## src/rtl/mem_arb_pkg.sv

```systemverilog
// mem_arb_pkg: owner encoding, default widths and strobe-width helper shared by mem_arbiter.
package mem_arb_pkg;
  localparam int ADDR_W_DEF = 64;
  localparam int DATA_W_DEF = 64;
  typedef enum logic {OWN_INST = 1'b0, OWN_DATA = 1'b1} owner_e;
  function automatic int strb_w(input int dw);
    return dw / 8;
  endfunction
endpackage

```

## src/rtl/mem_arb_grant.sv

```systemverilog
// mem_arb_grant: data-over-inst priority decision with optional fetch starvation guard.
// Guard counter is built only when MEM_ARB_STARVE_GUARD_EN is defined.
module mem_arb_grant
  import mem_arb_pkg::*;
#(
  parameter int STARVE_MAX = 4
) (
  input  logic   clk,
  input  logic   resetn,
  input  logic   inst_req,
  input  logic   data_req,
  input  logic   ready,
  output logic   grant,
  output owner_e winner
);
  logic en_q, en_d;
  if (STARVE_MAX < 1) begin : g_bad_starve_max
    $error("STARVE_MAX must be at least 1");
  end
  // Enable stays low through reset and for the cycle in which reset is released.
  always_comb en_d = 1'b1;
  always_ff @(posedge clk or negedge resetn)
    if (!resetn) en_q <= 1'b0;
    else en_q <= en_d;
`ifdef MEM_ARB_STARVE_GUARD_EN
  localparam int CW = $clog2(STARVE_MAX + 1);
  localparam logic [CW-1:0] CMAX = CW'(STARVE_MAX);
  logic [CW-1:0] cnt_q, cnt_d;
  logic force_inst;
  always_comb begin
    force_inst = inst_req && cnt_q == CMAX;
    winner = data_req && !force_inst ? OWN_DATA : OWN_INST;
    grant = en_q && ready && (inst_req || data_req);
    cnt_d = !en_q || !ready ? cnt_q
          : !inst_req || winner == OWN_INST ? '0
          : cnt_q == CMAX ? cnt_q : cnt_q + 1'b1;
  end
  always_ff @(posedge clk or negedge resetn)
    if (!resetn) cnt_q <= '0;
    else cnt_q <= cnt_d;
`else
  always_comb begin
    winner = data_req ? OWN_DATA : OWN_INST;
    grant = en_q && ready && (inst_req || data_req);
  end
`endif
endmodule

```

## src/rtl/mem_arbiter.sv

```systemverilog
// mem_arbiter: shares one SRAM port between fetch and load/store, routing 1-cycle-late responses.
// Define MEM_ARB_STARVE_GUARD_EN to bound fetch starvation at STARVE_MAX consecutive losses.
module mem_arbiter
  import mem_arb_pkg::*;
#(
  parameter int ADDR_W     = ADDR_W_DEF,
  parameter int DATA_W     = DATA_W_DEF,
  parameter int STARVE_MAX = 4
) (
  input  logic                        clk,
  input  logic                        resetn,
  input  logic                        inst_req,
  input  logic [ADDR_W-1:0]           inst_addr,
  output logic                        inst_addr_ok,
  output logic                        inst_data_ok,
  output logic [DATA_W-1:0]           inst_rdata,
  input  logic                        data_req,
  input  logic                        data_wr,
  input  logic [ADDR_W-1:0]           data_addr,
  input  logic [DATA_W-1:0]           data_wdata,
  input  logic [strb_w(DATA_W)-1:0]   data_wstrb,
  output logic                        data_addr_ok,
  output logic                        data_data_ok,
  output logic [DATA_W-1:0]           data_rdata,
  input  logic                        sram_ready,
  output logic                        sram_en,
  output logic [strb_w(DATA_W)-1:0]   sram_wen,
  output logic [ADDR_W-1:0]           sram_addr,
  output logic [DATA_W-1:0]           sram_wdata,
  input  logic [DATA_W-1:0]           sram_rdata
);
  logic grant, data_win, inst_win;
  owner_e winner;
  logic resp_valid_q, resp_valid_d, resp_wr_q, resp_wr_d;
  owner_e resp_owner_q, resp_owner_d;
  mem_arb_grant #(.STARVE_MAX(STARVE_MAX)) u_grant (
    .clk      (clk),
    .resetn   (resetn),
    .inst_req (inst_req),
    .data_req (data_req),
    .ready    (sram_ready),
    .grant    (grant),
    .winner   (winner)
  );
  always_comb begin
    data_win = grant && winner == OWN_DATA;
    inst_win = grant && winner == OWN_INST;
    inst_addr_ok = inst_win;
    data_addr_ok = data_win;
    sram_en = grant;
    sram_addr = data_win ? data_addr : inst_win ? inst_addr : '0;
    sram_wdata = data_win ? data_wdata : '0;
    sram_wen = data_win && data_wr ? data_wstrb : '0;
    resp_valid_d = grant;
    resp_owner_d = winner;
    resp_wr_d = data_win && data_wr;
    inst_data_ok = resp_valid_q && resp_owner_q == OWN_INST;
    data_data_ok = resp_valid_q && resp_owner_q == OWN_DATA;
    inst_rdata = inst_data_ok ? sram_rdata : '0;
    // Stores still get data_ok but never expose read data.
    data_rdata = data_data_ok && !resp_wr_q ? sram_rdata : '0;
  end
  always_ff @(posedge clk or negedge resetn)
    if (!resetn) begin
      resp_valid_q <= 1'b0;
      resp_owner_q <= OWN_INST;
      resp_wr_q <= 1'b0;
    end else begin
      resp_valid_q <= resp_valid_d;
      resp_owner_q <= resp_owner_d;
      resp_wr_q <= resp_wr_d;
    end
endmodule
```

## config.mk

```make
export PLATFORM = sky130hd
export DESIGN_NAME = mem_arbiter
export DESIGN_NICKNAME = d
export VERILOG_FILES = /design/src/rtl/mem_arb_pkg.sv /design/src/rtl/mem_arb_grant.sv /design/src/rtl/mem_arbiter.sv
export SDC_FILE = /design/constraint.sdc
export NUM_CORES = 1
export LEC_CHECK = 0
export ABC_AREA = 1
export CAP_MARGIN = 20
export CORE_AREA = 2 2 207 209
export CTS_BUF_LIST = sky130_fd_sc_hd__clkbuf_16
export CTS_CLUSTER_SIZE = 10
export DETAILED_ROUTE_END_ITERATION = 16
export DIE_AREA = 0 0 209 211
export GPL_ROUTABILITY_DRIVEN = 0
export HOLD_SLACK_MARGIN = 0.08
export PLACE_DENSITY = 0.36
export RECOVER_POWER = 25
export REMOVE_ABC_BUFFERS = 1
export SYNTH_ARGS = -nofsm -noshare
export SYNTH_HDL_FRONTEND = slang
export SYNTH_HIERARCHICAL = 1
export SYNTH_SLANG_ARGS = --single-unit
```

## constraint.sdc

```tcl
create_clock -name clk -period 1.81 [get_ports clk]
set_input_delay 0.543 -clock clk [delete_from_list [all_inputs] [get_ports clk]]
set_output_delay 0.543 -clock clk [all_outputs]
set_load 0.03 [all_outputs]
```

==> flow_summary.ini, run 1 <==
[global_route]
grt_pass1_vias = 5924
grt_use_met1_pct = 12.0
met2_usage_pct = 22.0
grt_pass1_wl_um = 37600
grt.busiest_layer = met2
grtUsageMet3_pct = 2.38
grt_max_degree = 25
grt_usage_pct = 11.3
antenna_found_initial = 1
grt-ovfl-total = 0

[outcome]
violations = setup timing
outcome = finished with violations

[power]
p_leak_nw = 5.63
peakVddDrop_v = 0.000164
p_per_area_nw_per_um2 = 232
total_power_mw = 3.02

[routing]
vias_per_cell = 3.54
wl_um = 29300
num_vias = 6129
drtAntennaViolNets = 0
drt_iter0_markers = 162
firstDrtPassIters = 4
drc = 0
drt-wirelength-per-cell_um = 16.9

[setup_path]
path_max_fanout = 7
critPathSlowestCell = buf_16
end_kind = primary output
critPathArrivalTime_ns = 1.72
path_class = in2out
required_ns = 1.27
reg2reg_slack_ns = 0.33
cp_num_buf_inv = 7
crit_chain = buf_6, nor2_4, nor2_4, buf_12, buf_12, buf_12, buf_16, buf_12, nand3_2, nand2_4, buf_12
cp_slowest_stage_delay_ns = 0.14
start_kind = input pin
crit_top_cell = buf_12
crit_family = buffers and inverters

[sta]
period_share_pct = 125
setup_violations = 263
final_max_slew_viol_count = 0
finClkSkew_ns = 0.00534
hold_viol = 0
post-route-min-period_ns = 2.27
final.setup.tns_ns = -64.73
hold_ws_ns = 0.630
fmax_ghz = 0.441
rsz0062_at_grt = true
timing.final.ws_setup_ns = -0.456

[synth]
syn-cell-area_um2 = 2870
ys_seq_area_share_pct = 3.49
synthFlopType = dfrtp_1
synth_cell_types = 13
synthCells = 600
ys_ff_latch = 4
avgSynthCellArea_um2 = 4.78
synth_top_area_share_pct = 22.3
synth_common_cells = nor2_1 (154), inv_1 (143), nand3_1 (128)
synth_edf_count = 0
yosys.area.top_type = nand3_1
yosysWarnings = 6
synth_area_leaders = nand3_1 (22%), nor2_1 (20%), inv_1 (19%), nor2_2 (11%), buf_6 (9.0%)
async_flop_share_pct = 100
yosysMostFrequentCell = nor2_1

[layout]
ff_latch_area_um2 = 103
layout-drive-gt1-share_pct = 63.8
antenna_cells = 0
area_growth_syn_to_layout_pct = 353
fin_cells = 1730
nets = 1463
fillerInstances = 4319
multi_input_area_um2 = 3910

[floorplanning]
die_area_um2 = 44100
die_height_um = 211
start_util_pct = 6.87
core-area_um2 = 41800
io-pin-count = 539
die_w_um = 209
num_rows = 75

[clocking]
cts_tree = done
cts_hold_buf = 0
path_clk_slew_ns = 0.04
ctsLongestPathBuffers = 2
cts-htree-levels = 1
numCtsBuffers = 3
clockRootBuffer = clkbuf_16
clk_latency_ns = 0.23
cts_sinks = 4

[placed_design]
io_buffer_count = 538
place_inst = 1671
pre_cts_slack_ns = -0.816
hpwl_um = 20100

[job]
drv_cap = 0

[min_path]
hold_path.class = in2async
==> report_power, final <==
part	internal, mW	total [mW]	switching (mW)
Sequential	0.0944	0.0994	0.00503
Combinational	1.32	2.57	1.25
Clock	0.284	0.358	0.0742
==> final timing paths <==
kind / from / depth (start not counted) / end
setup / recovery: inst_req / 11 / sram_addr[6]
hold / removal: resetn / 1 / resp_valid_q
setup reg to reg: u_grant/en_q / 9 / resp_wr_q
hold reg to reg: u_grant/en_q / 5 / resp_valid_q
max in group asynchronous: resetn / 1 / resp_owner_q
min in group clk: data_req / 3 / resp_owner_q
==> what timing repair did <==
action	4_1_cts	5_1_grt
cloned	23	10
gates resized for setup	359	548
endpoints found under the setup margin	268	268
pin swaps	52	74
buffers inserted	21	16
==> registers in the layout, summed over array words and instances, names as in the netlist <==
signal	cells
resp_wr_q	1
resp_owner_q	1
u_grant/en_q	1
resp_valid_q	1
==> per-layer routing <==
metal / vias to the layer above / share of wire (%)
met3: 34 / 6.6
met4: 2 / 2.6
met1: 2835 / 34
met5: - / 0.044
li1: 2951 / -
met2: 307 / 57
==> cells in the final DEF (no fill, tap or decap), types with 3 or more instances in the layout <==
cell / count
buf_6: 253
clkdlybuf4s50_1: 246
nor2_4: 156
inv_1: 123
nand3_2: 79
nand2_2: 55
buf_12: 51
nor2_2: 38
nand3_4: 30
nand3_1: 22
buf_4: 22
buf_16: 18
buf_8: 18
inv_2: 17
clkbuf_16: 12
dlymetal6s2s_1: 11
nor2_1: 9
nand2_1: 8
dlygate4sd2_1: 8
inv_4: 4
nand2_4: 3
==> kinds of logic after synthesis <==
kind of cell	after synthesis	share of synthesized area [%]
other	1	0.131
AND/OR/NAND/NOR	401	63.0
buffers and inverters	194	33.4
flip-flops	4	3.49
==> layout make-up <==
type	count	share of cell area [%]
Timing Repair Buffer	637	59.2
Multi-Input combinational cell	403	30.0
Tap cell	539	5.18
Inverter	144	4.23
Sequential cell	4	0.788
Clock buffer	3	0.577
==> metrics by stage <==
step                area (µm²)  utilization, %
floorplan                 2450               -
global placement          8510            20.4
detailed placement        8510            20.4
CTS                      10800            25.8
global route             13000            31.2
finish                   13000            31.2
Note: power is estimated with default switching activity, not from simulation.
==> run 2, diff against run 1 <==
--- a/config.mk
+++ b/config.mk
@@ -7,14 +7,14 @@
 export LEC_CHECK = 0
 export ABC_AREA = 1
 export CAP_MARGIN = 20
-export CORE_AREA = 2 2 207 209
+export CORE_AREA = 2 2 209 211
 export CTS_BUF_LIST = sky130_fd_sc_hd__clkbuf_16
 export CTS_CLUSTER_SIZE = 10
 export DETAILED_ROUTE_END_ITERATION = 16
-export DIE_AREA = 0 0 209 211
+export DIE_AREA = 0 0 211 213
 export GPL_ROUTABILITY_DRIVEN = 0
 export HOLD_SLACK_MARGIN = 0.08
-export PLACE_DENSITY = 0.36
+export PLACE_DENSITY = 0.34
 export RECOVER_POWER = 25
 export REMOVE_ABC_BUFFERS = 1
 export SYNTH_ARGS = -nofsm -noshare
==> constraint.sdc (replaced) <==
create_clock -name clk -period 2.3 [get_ports clk]
set_input_delay 0.69 -clock clk [delete_from_list [all_inputs] [get_ports clk]]
set_output_delay 0.69 -clock clk [all_outputs]
set_load 0.03 [all_outputs]
==> run 2 against run 1 <==
Effect of this change:
- the flow still finishes with violations (setup timing)
- flip-flop and latch count is the same
- power shrank 38%
- core utilization shrank 8.3 points
- critical path type unchanged
- setup slack gained 0.33 ns
- clock power shrank 25%
- global-route usage shrank 1.6 points
- clock skew shrank 0.0034 ns
- final cell count shrank 2.1%
- final area shrank 25%
- first-iteration DRC count grew 21%
==> flow_summary.ini, run 2 (synthesis results as in run 1) <==
[outcome]
outcome = finished with violations
violations = setup timing

[sta]
fmax_ghz = 0.413
post-route-min-period_ns = 2.42
final_max_slew_viol_count = 0
timing.final.ws_setup_ns = -0.123
setup_violations = 132
finClkSkew_ns = 0.00198
period_share_pct = 105
hold_viol = 0
rsz0062_at_grt = true

[setup_path]
critPathArrivalTime_ns = 1.73
crit_chain = buf_6, nand2_4, nor2_4, buf_12, nand2_8, clkbuf_16, nor2_4, buf_6
end_kind = primary output
path_max_fanout = 8
start_kind = input pin
cp_slowest_stage_delay_ns = 0.21
path_class = in2out
required_ns = 1.61
critPathSlowestCell = clkbuf_16

[floorplanning]
die_w_um = 211
io-pin-count = 539
start_util_pct = 6.72
core-area_um2 = 42700
num_rows = 76
die_area_um2 = 44900
die_height_um = 213

[global_route]
grt_usage_pct = 9.64
grt.busiest_layer = met2
grt-ovfl-total = 0
grt_use_met1_pct = 11.1
grt_pass1_wl_um = 33100
grtUsageMet3_pct = 2.16
grt_pass1_vias = 5323
grt_max_degree = 42
met2_usage_pct = 18.6
antenna_found_initial = 1

[routing]
wl_um = 25000
drt_iter0_markers = 196
firstDrtPassIters = 4
drc = 0
vias_per_cell = 3.31
drtAntennaViolNets = 0
drt-wirelength-per-cell_um = 14.7
num_vias = 5610

[clocking]
cts_hold_buf = 0
path_clk_slew_ns = 0.03
cts-htree-levels = 1
clk_latency_ns = 0.22
numCtsBuffers = 3
cts_tree = done
clockRootBuffer = clkbuf_16
ctsLongestPathBuffers = 2
cts_sinks = 4

[layout]
postLayoutCellArea_um2 = 9780
post-route-util_pct = 22.9
antenna_cells = 0
nets = 1419
layout-drive-gt1-share_pct = 40.6
mostFrequentLayoutCells = clkdlybuf4s50_1 (263), buf_4 (177), inv_1 (142), nor2_1 (126), buf_6 (115)
mostFrequentLayoutCell = clkdlybuf4s50_1
area_growth_syn_to_layout_pct = 241

[power]
peakVddDrop_v = 0.000186
intPower_mw = 1.09
clkPwrFrac_pct = 14.3
p_per_area_nw_per_um2 = 192
p_switching_mw = 0.792
p_leak_nw = 4.91
seqPwrFrac_pct = 4.2
p_sw_share_pct = 42.1
combinationalPowerShare_pct = 81.5

[job]
drv_cap = 0

[min_path]
hold_path.class = in2async

[placed_design]
io_buffer_count = 538
post_dp_cell_area_um2 = 8310
hpwl_um = 20300
-- run 2: cell types whose count changed in the layout (fill, tap and decap cells not counted), sizes merged, moves of 2 or more --
cell / before / now
dlymetal6s2s: 11 / 2
buf: 362 / 321
inv: 144 / 142
dlygate4sd2: 8 / 1
clkinv: 0 / 2
clkdlybuf4s50: 246 / 263
clkbuf: 12 / 7
-- run 2: cell type report --
class                           instances  area, µm²
Tap cell                              546        683
Timing Repair Buffer                  592       6010
Sequential cell                         4        100
Inverter                              144        551
Clock buffer                            3       75.1
Fill cell                            4822      32900
Multi-Input combinational cell        404       2360
-- run 2: power by group through the flow --
stage	clock network (mW)	registers, mW	logic (mW)
floorplan	0	0.0765	0.498
global placement	0	0.0795	1.34
detailed placement	0	0.0794	1.33
CTS	0.272	0.0789	1.50
global route	0.279	0.0795	1.62
finish	0.268	0.0793	1.53
-- run 2: path summary, 6_finish.rpt --
path                              start  depth (start not counted)        endpoint  slack [ns]
hold / removal                   resetn                          1    u_grant/en_q        0.76
hold reg to reg            u_grant/en_q                          4    resp_valid_q        0.92
setup / recovery             sram_ready                          8  sram_wdata[52]       -0.12
max in group asynchronous        resetn                          1    resp_owner_q        1.34
setup reg to reg           u_grant/en_q                          8       resp_wr_q        0.86
min in group clk               data_req                          2    resp_owner_q        0.78
-- run 2: layer usage --
| layer | part of all wire, % | vias up |
|---|---|---|
| li1 | - | 2843 |
| met1 | 39 | 2458 |
| met2 | 53 | 297 |
| met3 | 7.3 | 12 |
| met4 | 0.91 | 0 |
| met5 | 0 | - |
-- run 2: worst max-delay path: cells and delay by family --
family / cells / cell delay, ns
AND/OR/NAND/NOR: 4 / 0.43
buffers and inverters: 4 / 0.60
-- run 2: through the flow --
| stage | power, mW | hold WS, ns | setup slack, ns | TNS [ns] | cells |
|---|---|---|---|---|---|
| floorplan | 0.575 | 0.394 | -8.08 | -867.84 | 550 |
| global placement | 1.42 | 0.931 | -0.548 | -64.54 | 1668 |
| detailed placement | 1.41 | 0.938 | -0.556 | -65.54 | 1668 |
| CTS | 1.85 | 0.707 | -0.125 | -11.14 | 1688 |
| global route | 1.98 | 0.787 | -0.167 | -17.38 | 1693 |
| finish | 1.88 | 0.764 | -0.123 | -9.01 | 1693 |
-- run 2: what timing repair did --
item | CTS | global route
gates resized for setup | 199 | 82
pin swaps | 28 | 16
setup endpoints to repair | 142 | 157
gates cloned | 8 | 6
buffers inserted | 10 | 2
